File: config.mk
export PLATFORM = sky130hd
export DESIGN_NAME = branch_target_buffer
export DESIGN_NICKNAME = d
export VERILOG_FILES = /design/src/rtl/btb_pkg.sv /design/src/rtl/btb_set_match.sv /design/src/rtl/branch_target_buffer.sv
export SDC_FILE = /design/constraint.sdc
export NUM_CORES = 1
export LEC_CHECK = 0
export CORE_ASPECT_RATIO = 1.1
export CORE_UTILIZATION = 55
export CTS_CLUSTER_DIAMETER = 60
export CTS_CLUSTER_SIZE = 14
export DETAILED_ROUTE_END_ITERATION = 8
export PLACE_DENSITY_LB_ADDON = 0.15
export SETUP_SLACK_MARGIN = 0.5
export SYNTH_ARGS = -nofsm -noshare
export SYNTH_HDL_FRONTEND = slang
export SYNTH_SLANG_ARGS = --single-unit
export TNS_END_PERCENT = 100
File: constraint.sdc
create_clock -name clk -period 14.3 [get_ports clk]
set_clock_uncertainty 0.2 [all_clocks]
set_input_delay 1.43 -clock clk [delete_from_list [all_inputs] [get_ports clk]]
set_output_delay 1.43 -clock clk [all_outputs]
set_load 0.01 [all_outputs]
File: src/rtl/btb_pkg.sv
// Shared types, derived widths and the counter update rule for the branch target buffer.
// The localparams here are the build geometry; module parameters default to them.
package btb_pkg;
  localparam int BTB_PC_W   = 10;
  localparam int BTB_SETS   = 8;
  localparam int BTB_WAYS   = 2;
  localparam int BTB_HIST_W = 3;

  localparam int IDX_W = $clog2(BTB_SETS);
  localparam int TAG_W = BTB_PC_W - IDX_W;
  localparam int WAY_W = (BTB_WAYS > 1) ? $clog2(BTB_WAYS) : 1;

  typedef logic [BTB_HIST_W-1:0] hist_t;

  localparam hist_t WEAK_TAKEN = {1'b1, {(BTB_HIST_W-1){1'b0}}};

  typedef struct packed {
    logic                valid;
    logic [TAG_W-1:0]    tag;
    logic [BTB_PC_W-1:0] target;
    hist_t               counter;
  } entry_t;

  function automatic hist_t sat_update(input hist_t counter, input logic taken);
    if (taken) return (&counter) ? counter : counter + 1'b1;
    else       return (counter == '0) ? counter : counter - 1'b1;
  endfunction
endpackage

File: src/rtl/btb_set_match.sv
// Combinational tag compare across all ways of one set; reports hit, way, entry
// and whether more than one way matched.
module btb_set_match
  import btb_pkg::*;
#(
  parameter int WAYS = BTB_WAYS
) (
  input  entry_t [WAYS-1:0] set_entries,
  input  logic [TAG_W-1:0]  tag,
  output logic              hit,
  output logic [WAY_W-1:0]  way,
  output entry_t            entry,
  output logic              multi_hit
);

  always_comb begin
    hit       = 1'b0;
    way       = '0;
    entry     = '0;
    multi_hit = 1'b0;
    for (int w = 0; w < WAYS; w++) begin
      if (set_entries[w].valid && set_entries[w].tag == tag) begin
        if (hit) multi_hit = 1'b1;
        hit   = 1'b1;
        way   = WAY_W'(w);
        entry = set_entries[w];
      end
    end
  end

endmodule

File: src/rtl/branch_target_buffer.sv
// Set-associative branch target buffer with saturating direction counters and
// per-set round-robin allocation. Optional same-cycle bypass: define BTB_BYPASS_EN.
module branch_target_buffer
  import btb_pkg::*;
#(
  parameter int PC_W   = BTB_PC_W,
  parameter int SETS   = BTB_SETS,
  parameter int WAYS   = BTB_WAYS,
  parameter int HIST_W = BTB_HIST_W
) (
  input  logic              clk,
  input  logic              rst,
  input  logic              flush,
  input  logic [PC_W-1:0]   pc,
  output logic              read_hit,
  output logic              read_taken,
  output logic [HIST_W-1:0] read_history,
  output logic [PC_W-1:0]   jump_addr,
  input  logic              we,
  input  logic [PC_W-1:0]   update_pc,
  input  logic              branch_taken,
  input  logic [PC_W-1:0]   wb_addr,
  output logic [HIST_W-1:0] update_history,
  output logic              evict,
  output logic [PC_W-1:0]   evict_pc
);

  entry_t [WAYS-1:0] entries_reg [SETS];
  logic [WAY_W-1:0]  rr_reg [SETS];
  logic              evict_reg;
  logic [PC_W-1:0]   evict_pc_reg;

  logic [IDX_W-1:0] rd_idx, up_idx;
  logic [TAG_W-1:0] rd_tag, up_tag;
  logic             rd_hit, up_hit, rd_multi, up_multi;
  logic [WAY_W-1:0] rd_way, up_way, upd_way;
  entry_t           rd_entry, up_entry, upd_entry_next, victim, sel_entry;
  logic             upd_write, sel_hit;

  assign rd_idx = pc[IDX_W-1:0];
  assign rd_tag = pc[PC_W-1:IDX_W];
  assign up_idx = update_pc[IDX_W-1:0];
  assign up_tag = update_pc[PC_W-1:IDX_W];

  btb_set_match #(.WAYS(WAYS)) u_read_match (
    .set_entries(entries_reg[rd_idx]),
    .tag        (rd_tag),
    .hit        (rd_hit),
    .way        (rd_way),
    .entry      (rd_entry),
    .multi_hit  (rd_multi)
  );

  btb_set_match #(.WAYS(WAYS)) u_update_match (
    .set_entries(entries_reg[up_idx]),
    .tag        (update_pc[PC_W-1:IDX_W]),
    .hit        (up_hit),
    .way        (up_way),
    .entry      (up_entry),
    .multi_hit  (up_multi)
  );

  // A not-taken miss never allocates, so it leaves the array untouched.
  assign upd_write = we && (up_hit || branch_taken);
  assign upd_way   = up_hit ? up_way : rr_reg[up_idx];
  assign victim    = entries_reg[up_idx][rr_reg[up_idx]];

  always_comb begin
    upd_entry_next = up_entry;
    if (up_hit) begin
      upd_entry_next.counter = sat_update(up_entry.counter, branch_taken);
      if (branch_taken) upd_entry_next.target = wb_addr;
    end else begin
      upd_entry_next.valid   = 1'b1;
      upd_entry_next.tag     = up_tag;
      upd_entry_next.target  = wb_addr;
      upd_entry_next.counter = WEAK_TAKEN;
    end
  end

  always_comb begin
    sel_hit   = rd_hit;
    sel_entry = rd_entry;
`ifdef BTB_BYPASS_EN
    if (we && update_pc == pc) begin
      if (flush) begin
        sel_hit   = 1'b0;
        sel_entry = '0;
      end else if (upd_write) begin
        sel_hit   = 1'b1;
        sel_entry = upd_entry_next;
      end
    end
`endif
    read_hit     = sel_hit;
    read_history = sel_hit ? sel_entry.counter : '0;
    read_taken   = sel_hit ? sel_entry.counter[HIST_W-1] : 1'b0;
    jump_addr    = sel_hit ? sel_entry.target : '0;
  end

  assign update_history = up_hit ? up_entry.counter : '0;
  assign evict          = evict_reg;
  assign evict_pc       = evict_pc_reg;

  always_ff @(posedge clk or posedge rst) begin
    if (rst) begin
      for (int s = 0; s < SETS; s++) begin
        entries_reg[s] <= '0;
        rr_reg[s]      <= '0;
      end
      evict_reg    <= 1'b0;
      evict_pc_reg <= '0;
    end else begin
      evict_reg    <= 1'b0;
      evict_pc_reg <= '0;
      if (flush) begin
        for (int s = 0; s < SETS; s++) begin
          for (int w = 0; w < WAYS; w++) entries_reg[s][w].valid <= 1'b0;
          rr_reg[s] <= '0;
        end
      end else if (upd_write) begin
        entries_reg[up_idx][upd_way] <= upd_entry_next;
        if (!up_hit) begin
          rr_reg[up_idx] <= (WAYS == 1) ? '0 : rr_reg[up_idx] + 1'b1;
          evict_reg      <= victim.valid;
          evict_pc_reg   <= victim.valid ? {victim.tag, up_idx} : '0;
        end
      end
    end
  end

  // Allocation only happens on a miss, so duplicate tags within a set must never appear.
  a_single_hit: assert property (@(posedge clk) disable iff (rst) !(rd_multi || up_multi));
  a_read_way:   assert property (@(posedge clk) disable iff (rst)
                                 !rd_hit || entries_reg[rd_idx][rd_way] == rd_entry);

endmodule

==> results.ini, run 1 <==
[synthesis]
async_reset_ff_share_pct=100.0
netlist-cell-type-count=69
synth_cells=1634
synth_top_area_share_pct=46.06
synth_commonest_cells=dfrtp_1 (355), mux2_2 (250), nand2_1 (221)
ys_ff_latch=355
ys_seq_area_share_pct=46.06
yosys_warnings=0
netlist.top_cell.by_area=dfrtp_1
netlist_area_sq_um=19290
synth_flop_cell=dfrtp_1
post-synth-top-count-cell=dfrtp_1
synth_edf_count=0
syn_avg_cell_area_sq_um=11.80
syn_nets=1672
ys_top_cells_by_area=dfrtp_1 (46%), mux2_2 (15%), mux4_2 (11%)

[timing]
hold_viol_final=0
finalSetupViolCount=0
rsz0062_at_grt=false
max_freq_mhz=119.5
min_period_over_period_pct=58.49
maxSlewHeadroom_pct=15.20
setup_tns_ps=0
maxSlewViolCount=0
tightestPinTransition_ps=1264
period_minus_slack_ps=8365

[cells_and_area]
largest_register_ffs=336
drive_gt1_share_pct=28.74
final_nets=1673
fillCellCount=2725
layout.cells.non_filler=2091
antennaDiodeCount=0
syn_to_final_growth_pct=10.68

[global_route]
grt_max_degree=137
antenna_found_initial=1
grt_pass1_vias=14790
grt_pass1_wl_mm=92.56
grt_usage_pct=34.85
gr-total-overflow=0

[floorplanning]
die_w_um=180.6
io_pins=64
core_sq_um=34380
die_h_um=198.4
fp.dieArea_sq_um=35820
fp-row-count=71
start_util_pct=56.11

[critical_path]
r2r_setup_slack_ps=9280
critPathKind=input port to output port
r2r-start=entries_reg[55]
end_kind=output port
crit_chain=buf_4 -> buf_4 -> mux4_2 -> mux2i_1 -> xnor2_1 -> nor4_1 -> nand2_1 -> nand3_1 -> o22ai_1 -> clkdlybuf4s50_1
required_ps=12670
crit_path_frequent_cell=buf_4
startpoint_type=input port
cp.arrival_ps=6730
critPathMaxFanout=42
cp-startpoint=pc[1]
cpMaxStageDelayCell=nand3_1
r2r_cells=14
critPathMaxStageDelay_ps=1160
r2r_end=entries_reg[211]

[route]
first_pass_iters=6
via_per_inst=6.915
vias=14460
remaining_drc_errors=0
wire_per_inst_um=28.81
drt_iter0_markers=1595
drt-total-wl_mm=60.24
ant_nets=0

[min_path]
hp-class=flop to flop
hp-start=entries_reg[13]
min_path_cells=2
min_to=entries_reg[13]

[pwr]
switchingPower_uw=659.2
p_comb_share_pct=14.4
clkPwrFrac_pct=38.3
p_per_area_nw_per_um2=115.5
power_leakage_nw=9.756
irDropWorstVdd_uv=103.8
p_seq_share_pct=47.4
p_sw_share_pct=26.74
p_int_mw=1.806

[clocking]
clk_latency_ps=540
clock-sinks=355
cts_buffer_depth=3
holdBufCountCts=0
cts_tree=done
cts_buffers=34
post_cts_resized=0
cts.clk_slew.worst_paths_ps=70
h-tree-depth=2
post_cts_buffers=0
root_buffer=clkbuf_16

[placed_design]
portBuffers=63
place_inst=2037
place.gp.congestion=0.8967
dpl.hpwl_mm=38.30

[run]
cap_violations=0

[run_status]
status=complete, no violations

## critical path: cells and delay by family
kind	cells	cell delay, ps
AO/OA/AOI/OAI	1	570
multiplexers	2	620
AND/OR/NAND/NOR	3	2070
buffers and inverters	3	1820
XOR/XNOR	1	160
## cell usage in the layout, fill, tap and decap left out, types with 37 or more instances in the layout
master	synthesis	routed
o22ai_1	76	76
mux2i_1	92	92
dfrtp_1	355	355
clkbuf_16	0	37
mux4_2	97	97
buf_4	7	45
clkdlybuf4s50_1	0	57
nand2_1	221	221
mux2_2	250	250
nor2_1	86	86
## area by class of cell
| cell class | instances | area, sq um | share of cell area, % |
|---|---|---|---|
| clock inverters | 8 | 127.6 | 0.5978 |
| well taps | 438 | 548.0 | 2.567 |
| inverters | 20 | 82.58 | 0.3868 |
| clock buffers | 46 | 989.7 | 4.636 |
| flip-flops and latches | 355 | 8884 | 41.61 |
| repair buffers | 106 | 934.6 | 4.378 |
| multi-input cells | 1118 | 9782 | 45.82 |
## metrics by stage
stage	power, mW	setup WS (ps)	cell area, sq um	hold WS (ps)	utilization [%]
global route	2.555	6000	21350	326.5	62.10
global placement	1.520	6212	20230	268.1	58.85
finish	2.465	5935	21350	288.7	62.10
CTS	2.469	6165	21350	286.8	62.10
detailed placement	1.532	6232	20230	280.3	58.85
floorplan	1.426	2821	19290	250.0	-
## worst max path at each step
stage | endpoint | slack, ps
6_report | jump_addr[4] | 5940
5_1_grt | jump_addr[9] | 6000
4_1_cts | jump_addr[4] | 6160
3_5_place_dp | jump_addr[4] | 6230
3_3_place_gp | jump_addr[9] | 6210
2_1_floorplan | entries_reg[0] | 2820
## routing by layer
layer	vias up	global-route usage [%]	routed length [um]
met4	2	20.23	3706
met1	7394	45.37	23290
met5	-	0	13
met2	799	55.51	28130
li1	6029	-	-
met3	236	6.115	5110
## power by group through the flow
stage | clock (mW) | sequential [mW] | combinational, mW
3_5_place_dp | 0 | 1.18 | 0.350
4_1_cts | 0.953 | 1.16 | 0.352
2_1_floorplan | 0 | 1.16 | 0.269
6_report | 0.944 | 1.17 | 0.354
3_3_place_gp | 0 | 1.18 | 0.342
5_1_grt | 0.995 | 1.18 | 0.382
## logic make-up (layout without fill, tap and decap cells)
group	Yosys count	after routing	share of synthesized area, %
AO/OA/AOI/OAI	253	253	8.906
XOR/XNOR	18	18	0.8173
adder cells (fa/ha/maj)	3	3	0.1946
buffers and inverters	161	180	3.613
flip-flops	355	355	46.06
multiplexers	446	446	31.24
AND/OR/NAND/NOR	398	398	9.172
No activity file was read; power rests on OpenSTA's default activity.
==> run 2: changes to the inputs <==
==> constraint.sdc (replaced) <==
create_clock -name clk -period 8.1 [get_ports clk]
set_clock_uncertainty 0.2 [all_clocks]
set_input_delay 0.81 -clock clk [delete_from_list [all_inputs] [get_ports clk]]
set_output_delay 0.81 -clock clk [all_outputs]
set_load 0.01 [all_outputs]
==> run 2 against run 1 <==
Combinational power grew 79%. Worst setup slack got worse by 3800 ps. Non-clock buffer count increased by 16. Worst hold slack improved by 1.1 ps. First-iteration DRC count is 2.4% higher. Critical path type unchanged. Largest cell class unchanged.
==> results.ini, run 2 (synthesis gave the netlist of run 1 again) <==
[clocking]
cts_tree=done
clock-sinks=355
h-tree-depth=2
post_cts_resized=0
post_cts_buffers=0
cts_buffer_depth=3
clk_latency_ps=540
root_buffer=clkbuf_16
cts.clk_slew.worst_paths_ps=60
holdBufCountCts=0
cts_buffers=34

[placed_design]
portBuffers=63
place.gp.congestion=0.8934
place_area_sq_um=20380
dpl.hpwl_mm=38.45
dp_slack_ps=1942

[route]
first_pass_iters=5
drt_iter0_markers=1633
remaining_drc_errors=0
wire_per_inst_um=28.78
vias=14450
ant_nets=0
drt-total-wl_mm=60.56
via_per_inst=6.869

[timing]
finalSetupViolCount=0
maxSlewViolCount=0
min_period_over_period_pct=74.06
hold_viol_final=0
layout_setup_ws_ps=2101
max_freq_mhz=166.7
maxSlewHeadroom_pct=16.37
tightestPinTransition_ps=1247
setup_tns_ps=0
period_minus_slack_ps=5999
rsz0062_at_grt=false

[critical_path]
cpMaxStageDelayCell=nor2b_1
cp-startpoint=update_pc[0]
r2r_setup_slack_ps=3350
crit_buf_inv=4
critPathTopFamily=simple AND/OR/NAND/NOR gates
critPathKind=input port to output port
critPathMaxStageDelay_ps=670
startpoint_type=input port
required_ps=7090
critPathMaxFanout=23
end_kind=output port
r2r-start=entries_reg[16]
crit_chain=buf_2 -> buf_4 -> nor2b_1 -> a22oi_1 -> and3b_1 -> or4_1 -> nor4b_1 -> a21oi_2 -> inv_2 -> clkdlybuf4s50_1
cp.arrival_ps=4990

[min_path]
hp-class=flop to flop
hp-start=entries_reg[14]

[cells_and_area]
drive_gt1_share_pct=29.45
final_common_cell=dfrtp_1
largest_register_ffs=336
final_area_sq_um=21440
syn_to_final_growth_pct=11.17
fin_util_pct=62.37
final_nets=1689
final_cell_mix=dfrtp_1 (355), mux2_2 (250), nand2_1 (221)

[global_route]
grt_max_degree=125
antenna_found_initial=1
grt_pass1_vias=14700
grt_usage_pct=34.94
grt_pass1_wl_mm=92.65
gr-total-overflow=0

[floorplanning]
die_w_um=180.6
start_util_pct=56.11
fp-row-count=71
io_pins=64
fp.dieArea_sq_um=35820
die_h_um=198.4
core_sq_um=34380

[pwr]
total_power_mw=4.273
power_leakage_nw=9.812
p_per_area_nw_per_um2=199.3
irDropWorstVdd_uv=147.1

[run_status]
status=complete, no violations

[run]
cap_violations=0

-- run 2: changes by cell type in the layout (fill, tap and decap cells not counted), sizes merged --
| cell | previous run | this run |
|---|---|---|
| buf | 49 | 65 |
| inv | 20 | 21 |
| clkbuf | 46 | 42 |
| bufinv | 3 | 1 |
| diode | 0 | 2 |
-- run 2: final cells by class --
type / instances / area, sq um
diodes: 2 / 5.005
clock buffers: 42 / 974.7
clock inverters: 7 / 78.83
fillers: 2668 / 12940
inverters: 20 / 78.83
multi-input cells: 1118 / 9782
flip-flops and latches: 355 / 8884
well taps: 438 / 548.0
repair buffers: 122 / 1092
-- run 2: stage by stage --
step / hold slack (ps) / std cells
floorplan: 250.0 / 1634
global placement: 270.2 / 2053
detailed placement: 279.1 / 2053
CTS: 292.7 / 2102
global route: 315.5 / 2102
finish: 289.8 / 2104
-- run 2: worst min-delay path, cell delays in order, from the launching register on --
cell and delay (ps):
dfrtp_1 360, nand2_1 50, nand2_1 50
-- run 2: per-layer routing --
| metal | GRT usage (%) | share of wire (%) |
|---|---|---|
| met5 | 0 | 0 |
| met3 | 6.298 | 8.6 |
| met1 | 45.73 | 39 |
| met2 | 56.56 | 47 |
| met4 | 17.28 | 4.8 |
-- run 2: report_power, final --
group	total, mW	internal [mW]	leakage [nW]	switching, mW
Combinational	0.633	0.306	4.55	0.327
Sequential	2.05	1.93	4.74	0.122
Clock	1.59	0.884	0.520	0.702
Total	4.27	3.12	9.81	1.15
-- run 2: final timing paths --
| kind | cells after the start | endpoint |
|---|---|---|
| setup / recovery | 10 | update_history[2] |
| hold / removal | 2 | entries_reg[14] |
| setup reg to reg | 15 | entries_reg[211] |
| hold reg to reg | 2 | entries_reg[14] |
| max in group asynchronous | 4 | entries_reg[304] |
| min in group asynchronous | 2 | entries_reg[184] |
==> run 3: changes to the inputs <==
==> constraint.sdc (replaced) <==
create_clock -name clk -period 5.91 [get_ports clk]
set_clock_uncertainty 0.2 [all_clocks]
set_input_delay 0.591 -clock clk [delete_from_list [all_inputs] [get_ports clk]]
set_output_delay 0.591 -clock clk [all_outputs]
set_load 0.01 [all_outputs]
==> run 3 against run 2 <==
Global-route usage grew 0.095 points. Die area is the same. Sequential cell count unchanged. Non-clock buffer count increased by 21. Largest cell class unchanged. Via count is 1.4% higher. Largest power group unchanged. Critical path depth increased by 2. Highest routed layer unchanged. Worst setup slack got worse by 1400 ps.
==> results.ini, run 3 (synthesis gave the netlist of run 1 again) <==
[run_status]
status=complete, no violations

[cells_and_area]
syn_to_final_growth_pct=12.39
fillCellCount=2712
final_common_cell=dfrtp_1
antennaDiodeCount=0
drive_gt1_share_pct=30.33
fin_util_pct=63.06
final_cell_mix=dfrtp_1 (355), mux2_2 (250), nand2_1 (221)
largest_register_ffs=336
final_nets=1710
multi_input_area_sq_um=9782
regArea_sq_um=8884

[floorplanning]
die_h_um=198.4
fp-row-count=71
die_w_um=180.6
core_sq_um=34380
io_pins=64
start_util_pct=56.11
fp.dieArea_sq_um=35820

[route]
first_pass_iters=8
via_per_inst=6.891
ant_nets=0
drt_iter0_markers=1685
remaining_drc_errors=0
drt-total-wl_mm=60.97
vias=14650
wire_per_inst_um=28.68

[clocking]
post_cts_resized=0
root_buffer=clkbuf_16
clk_latency_ps=550
cts_buffers=34
cts.clk_slew.worst_paths_ps=60
holdBufCountCts=0
post_cts_buffers=0
h-tree-depth=2
cts_tree=done
cts_buffer_depth=3
clock-sinks=355

[timing]
holdWs_ps=296.6
layout_setup_ws_ps=656.9
hold_viol_final=0
tightestPinTransition_ps=1193
rsz0062_at_grt=false
min_period_over_period_pct=88.88
max_freq_mhz=190.4
period_minus_slack_ps=5253
maxSlewViolCount=0
maxSlewHeadroom_pct=20.01
finalSetupViolCount=0
setup_tns_ps=0

[critical_path]
critPathMaxFanout=27
crit_chain=buf_2 -> buf_4 -> nor2_1 -> a22o_1 -> or3_1 -> nand3_1 -> nor4_4 -> buf_4 -> nand2_1 -> buf_4 -> o21ai_0 -> clkdlybuf4s50_1
startpoint_type=input port
end_kind=output port
required_ps=5120
cpMaxStageDelayCell=nor2_1
crit_path_frequent_cell=buf_4
cp.arrival_ps=4460
critPathKind=input port to output port
r2r_setup_slack_ps=1200
critPathMaxStageDelay_ps=850

[global_route]
grt_pass1_wl_mm=92.98
grt_usage_pct=35.03
grt_max_degree=158
gr-total-overflow=0
grt_pass1_vias=14830
antenna_found_initial=0

[run]
cap_violations=0

[placed_design]
portBuffers=63
dp_slack_ps=462.1
place.gp.congestion=0.9328
dpl.hpwl_mm=40.42

[pwr]
p_per_area_nw_per_um2=275.1
power_leakage_nw=9.946
irDropWorstVdd_uv=275.3

[min_path]
hp-class=flop to flop

run 3: critical path, delay by kind of cell:
family	cells	cell delay [ps]
AO/OA/AOI/OAI	2	730
buffers and inverters	5	1680
AND/OR/NAND/NOR	5	1420
run 3: cell type report:
type                       count  area share, %
timing repair buffer         143          5.824
clock buffer                  45          4.594
tap                          438          2.528
clock inverter                 7         0.5887
multi-input combinational   1118          45.12
inverter                      20         0.3636
sequential                   355          40.98
run 3: path summary, 6_finish.rpt:
path                                      start                end  cells past startpoint
min in group asynchronous                   rst    entries_reg[19]                      3
worst max-delay path               update_pc[2]  update_history[1]                     12
max in group asynchronous                   rst   entries_reg[299]                      3
worst max register to register  entries_reg[13]   entries_reg[127]                     16
worst min register to register  entries_reg[13]    entries_reg[13]                      2
worst min-delay path            entries_reg[13]    entries_reg[13]                      2
run 3: metrics by stage:
stage | instances | total power, mW | cell area [sq um]
finish | 2126 | 5.965 | 21680
global route | 2126 | 6.170 | 21680
CTS | 2126 | 5.983 | 21680
detailed placement | 2074 | 3.725 | 20550
global placement | 2074 | 3.693 | 20550
floorplan | 1634 | 3.451 | 19290
run 3: where the power goes:
part / internal (mW) / switching, mW / leakage [nW]
registers: 2.65 / 0.180 / 4.74
clock network: 1.31 / 0.956 / 0.547
logic: 0.425 / 0.443 / 4.65
total: 4.39 / 1.58 / 9.95
run 3: metal layers:
metal,track usage (%),share of wire [%],vias to the layer above
li1,-,-,6122
met1,45.54,39,7510
met2,56.75,47,807
met3,5.566,8.4,211
met4,19.37,5.6,0
met5,0,0,-
